## config.mk

```make
export PLATFORM = sky130hd
export DESIGN_NAME = sim_uart_tx
export DESIGN_NICKNAME = d
export VERILOG_FILES = /design/src/rtl/sim_uart_pkg.sv /design/src/rtl/sync_fifo.sv /design/src/rtl/sim_uart_tx.sv
export SDC_FILE = /design/constraint.sdc
export NUM_CORES = 1
export LEC_CHECK = 0
export ABC_AREA = 1
export BUFFER_PORTS_ARGS = -buffer_cell sky130_fd_sc_hd__buf_2
export CAP_MARGIN = 25
export CORE_AREA = 10 10 129 131
export CTS_CLUSTER_SIZE = 12
export DETAILED_ROUTE_END_ITERATION = 10
export DIE_AREA = 0 0 139 141
export GPL_ROUTABILITY_DRIVEN = 0
export GPL_TIMING_DRIVEN = 0
export RECOVER_POWER = 50
export SETUP_SLACK_MARGIN = 0.2
export SYNTH_ARGS = -nofsm -noshare
export SYNTH_HDL_FRONTEND = slang
export SYNTH_HIERARCHICAL = 1
export SYNTH_SLANG_ARGS = --single-unit
```

## constraint.sdc

```tcl
create_clock -name iClk -period 5.5 [get_ports iClk]
set_clock_uncertainty 0.05 [all_clocks]
set_input_delay 1.1 -clock iClk [delete_from_list [all_inputs] [get_ports iClk]]
set_output_delay 1.1 -clock iClk [all_outputs]
set_load 0.1 [all_outputs]
```

## src/rtl/sim_uart_pkg.sv

```systemverilog
// Shared types and constants for the simulation console UART.
package sim_uart_pkg;

  typedef enum logic [1:0] {
    ST_IDLE  = 2'd0,
    ST_START = 2'd1,
    ST_DATA  = 2'd2,
    ST_STOP  = 2'd3
  } tx_state_e;

  // Status word bit positions
  localparam int unsigned STAT_BUSY_BIT  = 0;
  localparam int unsigned STAT_FULL_BIT  = 1;
  localparam int unsigned STAT_EMPTY_BIT = 2;
  localparam int unsigned STAT_OCC_LSB   = 8;
  localparam int unsigned STAT_DROP_LSB  = 16;

  // Default register map
  localparam logic [31:0] DEF_TX_ADDR     = 32'h1000_0000;
  localparam logic [31:0] DEF_STATUS_ADDR = 32'h1000_0004;

endpackage

```

## src/rtl/sync_fifo.sv

```systemverilog
// Single-clock FIFO with first-word-fall-through head and occupancy count.
// A push while full is accepted when a pop happens in the same cycle.
module sync_fifo #(
  parameter int unsigned WIDTH = 8,
  parameter int unsigned DEPTH = 8
) (
  input  logic                       iClk,
  input  logic                       iRst,
  input  logic                       iPush,
  input  logic                       iPop,
  input  logic [WIDTH-1:0]           iData,
  output logic [WIDTH-1:0]           oHead,
  output logic                       oFull,
  output logic                       oEmpty,
  output logic [$clog2(DEPTH):0]     oCount
);

  localparam int unsigned AW = $clog2(DEPTH);
  localparam logic [AW:0] FULL_CNT = (AW+1)'(DEPTH);

  logic [WIDTH-1:0] mem_q [DEPTH];
  logic [AW-1:0]    wr_ptr_q, wr_ptr_d;
  logic [AW-1:0]    rd_ptr_q, rd_ptr_d;
  logic [AW:0]      count_q, count_d;
  logic             do_push, do_pop;

  assign oFull  = (count_q == FULL_CNT);
  assign oEmpty = (count_q == '0);
  assign oCount = count_q;
  assign oHead  = mem_q[rd_ptr_q];

  assign do_pop  = iPop && !oEmpty;
  assign do_push = iPush && (!oFull || do_pop);

  // Next pointer/count values; pointers wrap naturally since DEPTH is a power of two
  always_comb begin
    wr_ptr_d = wr_ptr_q;
    rd_ptr_d = rd_ptr_q;
    count_d  = count_q;
    if (do_push) wr_ptr_d = wr_ptr_q + 1'b1;
    if (do_pop)  rd_ptr_d = rd_ptr_q + 1'b1;
    if (do_push && !do_pop)      count_d = count_q + 1'b1;
    else if (do_pop && !do_push) count_d = count_q - 1'b1;
  end

  // Pointer and count registers
  always_ff @(posedge iClk) begin
    if (iRst) begin
      wr_ptr_q <= '0;
      rd_ptr_q <= '0;
      count_q  <= '0;
    end else begin
      wr_ptr_q <= wr_ptr_d;
      rd_ptr_q <= rd_ptr_d;
      count_q  <= count_d;
    end
  end

  // Storage array, written only on an accepted push
  always_ff @(posedge iClk) begin
    if (!iRst && do_push) mem_q[wr_ptr_q] <= iData;
  end

endmodule

```

## src/rtl/sim_uart_tx.sv

```systemverilog
// Transmit-only console UART: snoops byte stores to TX_ADDR into a FIFO
// and serialises them as 8N1 frames; exposes a combinational status word.
module sim_uart_tx
  import sim_uart_pkg::*;
#(
  parameter logic [31:0] TX_ADDR      = DEF_TX_ADDR,
  parameter logic [31:0] STATUS_ADDR  = DEF_STATUS_ADDR,
  parameter int unsigned CLKS_PER_BIT = 4,
  parameter int unsigned FIFO_DEPTH   = 8
) (
  input  logic        iClk,
  input  logic        iRst,
  input  logic [31:0] iWriteAddr,
  input  logic [31:0] iWriteData,
  input  logic [3:0]  iWstrb,
  input  logic [31:0] iReadAddr,
  output logic [31:0] oReadData,
  output logic        oReadHit,
  output logic        oTx,
  output logic        oBusy
);

  localparam int unsigned CW = $clog2(FIFO_DEPTH);
  localparam logic [15:0] BAUD_LAST = 16'(CLKS_PER_BIT - 1);

  tx_state_e   state_q, state_d;
  logic [15:0] baud_q, baud_d;
  logic [2:0]  bit_idx_q, bit_idx_d;
  logic [7:0]  shift_q, shift_d;
  logic        tx_q, tx_d;
  logic [7:0]  drop_q, drop_d;

  logic        push_req, pop, drop;
  logic        baud_last;
  logic [7:0]  fifo_head;
  logic        fifo_full, fifo_empty;
  logic [CW:0] fifo_count;
  logic [31:0] status;
  logic        unused_bits;

  assign unused_bits = ^{iWriteData[31:8], iWstrb[3:1]};

  assign push_req  = (iWriteAddr == TX_ADDR) && iWstrb[0];
  assign baud_last = (baud_q == BAUD_LAST);
  assign drop      = push_req && fifo_full && !pop;

  sync_fifo #(
    .WIDTH (8),
    .DEPTH (FIFO_DEPTH)
  ) u_fifo (
    .iClk   (iClk),
    .iRst   (iRst),
    .iPush  (push_req),
    .iPop   (pop),
    .iData  (iWriteData[7:0]),
    .oHead  (fifo_head),
    .oFull  (fifo_full),
    .oEmpty (fifo_empty),
    .oCount (fifo_count)
  );

  // Serialiser next-state; tx_d is the line level for the cycle after the edge
  always_comb begin
    state_d   = state_q;
    baud_d    = baud_q;
    bit_idx_d = bit_idx_q;
    shift_d   = shift_q;
    tx_d      = tx_q;
    pop       = 1'b0;
    unique case (state_q)
      ST_IDLE: begin
        baud_d = '0;
        tx_d   = 1'b1;
        if (!fifo_empty) begin
          pop     = 1'b1;
          shift_d = fifo_head;
          state_d = ST_START;
          tx_d    = 1'b0;
        end
      end
      ST_START: begin
        if (baud_last) begin
          baud_d    = '0;
          bit_idx_d = '0;
          state_d   = ST_DATA;
          tx_d      = shift_q[0];
        end else begin
          baud_d = baud_q + 1'b1;
        end
      end
      ST_DATA: begin
        if (baud_last) begin
          baud_d = '0;
          if (bit_idx_q == 3'd7) begin
            state_d = ST_STOP;
            tx_d    = 1'b1;
          end else begin
            bit_idx_d = bit_idx_q + 1'b1;
            shift_d   = {1'b0, shift_q[7:1]};
            tx_d      = shift_q[1];
          end
        end else begin
          baud_d = baud_q + 1'b1;
        end
      end
      ST_STOP: begin
        if (baud_last) begin
          baud_d = '0;
          // Chain straight into the next start bit when data is waiting
          if (!fifo_empty) begin
            pop     = 1'b1;
            shift_d = fifo_head;
            state_d = ST_START;
            tx_d    = 1'b0;
          end else begin
            state_d = ST_IDLE;
            tx_d    = 1'b1;
          end
        end else begin
          baud_d = baud_q + 1'b1;
        end
      end
      default: begin
        state_d = ST_IDLE;
        tx_d    = 1'b1;
      end
    endcase
  end

  // Saturating count of bytes lost to a full FIFO
  always_comb begin
    drop_d = drop_q;
    if (drop && (drop_q != 8'hFF)) drop_d = drop_q + 1'b1;
  end

  // Serialiser and drop counter registers
  always_ff @(posedge iClk) begin
    if (iRst) begin
      state_q   <= ST_IDLE;
      baud_q    <= '0;
      bit_idx_q <= '0;
      shift_q   <= '0;
      tx_q      <= 1'b1;
      drop_q    <= '0;
    end else begin
      state_q   <= state_d;
      baud_q    <= baud_d;
      bit_idx_q <= bit_idx_d;
      shift_q   <= shift_d;
      tx_q      <= tx_d;
      drop_q    <= drop_d;
    end
  end

  assign oTx      = tx_q;
  assign oBusy    = (state_q != ST_IDLE) || !fifo_empty;
  assign oReadHit = (iReadAddr == STATUS_ADDR);

  // Status word assembly and read mux
  always_comb begin
    status = '0;
    status[STAT_BUSY_BIT]           = oBusy;
    status[STAT_FULL_BIT]           = fifo_full;
    status[STAT_EMPTY_BIT]          = fifo_empty;
    status[STAT_OCC_LSB +: 8]       = 8'(fifo_count);
    status[STAT_DROP_LSB +: 8]      = drop_q;
    oReadData = oReadHit ? status : '0;
  end

endmodule

```

==> metrics <==
switching share of total power=26.70%; H-tree Lvls=4; die footprint=19600 um2; post-synthesis sequential area ratio=50.40%; clk buf depth=2; Site Rows=44; met1 Use GR=15.59%; Layout area overhead=22.46%; Syn. warnings=6; post-synth top area share=32.91%; Setup Buffers After CTS=0; top-count cell post-synth=nor2_1; Clock transition at path regs=50 ps; Final Hold Viols=0; Psw=0.6282 mW; worst slew pin tran=852.0 ps; Detailed Route Iter0 Violations=301; initial antenna violation count=0; Max Cap Viol=0; largest net degree at the start of global routing=17; HP Class=reg2reg; Filler cells=1376; port buffer count=92; Setup crit start kind=primary input; clk sink count=115; Fmax=256.3 MHz; top cells by count, synth=186 x nor2_1, 154 x nand2_1, 64 x edfxtp_1, 60 x inv_1, 51 x dfxtp_1; Worst EP required=4350 ps; CTS Root Buffer Type=clkbuf_16; kind of critical path=in2out; final setup fails=0; met3 track utilization from global routing=4.871%; Synth cell types=40; Slew Viols, Final=0; n_diodes=0; Starting Density=41.11%; Die Y=141 um; crit-path max FO=10; Initial DRT Pass Iterations=4; Power Density=329.1 nW/um2; DPL Wire Length=10520 um; vias in the first global route=4857; synthesized flop and latch total=115; Total Routing Usage GR=13.95%; CTS resizes=0; clk_lat worst skew=410 ps; Synth async-reset ratio=0%; fin crit share=70.95%; clock network fraction of total power=45.3%; dpl ws=1584 ps; Top FF cell, synth=edfxtp_1; Chip Width=139 um; Slew headroom=42.99%; Via density=4.764; hold buffer count at cts=0; cell leakage power=3.038 nW; Wirelength per Cell=13.37 um; GR Util met2=24.06%; maximum VDD drop=0.0002245 V; final WL=13910 um; Internal=1.725 mW; cell taking the most area after synthesis=edfxtp_1; CORE AREA=14200 um2; Mapped Cells=717; Post-Route Setup TNS=0 ps; Arr. time, crit path=2750 ps; Top Usage Layer GRT=met2; setup ws final=1598 ps; first-pass GRT wire length=22620 um; endpoint type of the worst setup path=output port; RSZ-0062 raised after global routing=false; Synth area leaders=edfxtp_1 33%, dfxtp_1 17%, nor2_1 12%; Syn Std Cell Area=5839 um2; # nets final=961; Tmin final=3902 ps; Post-synth EDFFs=64; remaining antenna violation count=0; power share of the combinational group=14.5%; io pins=137; outcome=finished clean; detailed-route via count=4959; grt ovf=0; share of cells above drive strength 1=19.02%; Mean Syn Cell Area=8.144 um2; TritonCTS clock tree=yes; Num CTS Buffers=17; power share of the sequential group=40.2%; drt drc=0
-- power groups by stage --
stage               Clock (mW)  Combinational (mW)  Sequential (mW)
finish                    1.07               0.341            0.947
detailed placement           0               0.344            0.964
global route              1.12               0.382            0.949
floorplan                    0               0.242            0.984
global placement             0               0.339            0.963
CTS                       1.08               0.345            0.947
-- critical path, cell delays in order --
cell,delay [ps]
buf_2,90
nor2_1,90
nand2_1,70
nor4_1,320
nand2_1,210
clkbuf_1,270
nor2_1,150
buf_2,440
-- cells by family (layout without fill, tap and decap cells) --
group | count (synthesis) | count (layout) | synth area share (%)
AND/OR/NAND/NOR | 403 | 403 | 29.25
flip-flops | 115 | 115 | 50.40
buffers and inverters | 101 | 225 | 9.171
AO/OA/AOI/OAI | 77 | 77 | 7.028
adder cells (fa/ha/maj) | 15 | 15 | 3.343
XOR/XNOR | 5 | 5 | 0.7499
other | 1 | 17 | 0.06422
-- through the flow --
step | hold slack [ps] | power [mW] | util (%) | instance area, um2 | instances
after floorplan | 367.6 | 1.226 | - | 5899 | 733
after global placement | 381.0 | 1.302 | 46.40 | 6590 | 1009
after detailed placement | 395.1 | 1.307 | 46.40 | 6590 | 1009
after CTS | 404.5 | 2.374 | 50.49 | 7172 | 1041
after global routing | 425.1 | 2.448 | 50.34 | 7151 | 1041
final | 400.3 | 2.353 | 50.34 | 7151 | 1041
-- state kept, by name, summed over array words and instances (netlist names), named ones only --
signal	cells
u_fifo/oCount	4
oTx	1
state_q	2
u_fifo/rd_ptr_q	3
bit_idx_q	3
baud_q	16
u_fifo/mem_q	64
u_fifo/wr_ptr_q	3
shift_q	8
drop_q	8
-- layer usage --
| layer | wire (um) | part of all wire (%) |
|---|---|---|
| met2 | 6935 | 50 |
| met1 | 5986 | 43 |
| met3 | 813 | 5.8 |
| met5 | 0 | 0 |
| met4 | 179 | 1.3 |
-- final cells by class --
type	instances	area, um2	area share (%)
inverters	66	250.2	3.500
clock inverters	9	103.9	1.452
multi-input cells	517	2411	33.72
plain buffers	35	285.3	3.990
clock buffers	23	478.0	6.684
repair buffers	92	449.2	6.282
flip-flops and latches	115	2943	41.15
well taps	184	230.2	3.220
-- layout by cell type, fill, tap and decap left out, types with 11 or more instances in the layout --
cell,count
nor2_1,187
nand2_1,155
buf_2,86
edfxtp_1,64
inv_1,61
dfxtp_1,51
o21ai_1,30
nand3_1,21
a21oi_1,21
buf_4,18
o21ai_0,17
conb_1,17
clkbuf_16,17
clkbuf_1,15
ha_1,14
buf_6,11
-- final timing paths --
| check | startpoint | end | slack [ps] | depth (start not counted) |
|---|---|---|---|---|
| hold reg to reg | baud_q[0] | baud_q[0] | 400 | 1 |
| setup reg to reg | u_fifo/oCount[1] | u_fifo/oCount[3] | 2460 | 20 |
| hold / removal | baud_q[0] | baud_q[0] | 400 | 1 |
| setup / recovery | iReadAddr[9] | oReadData[11] | 1600 | 8 |
Power figures use the tool's default switching activity.
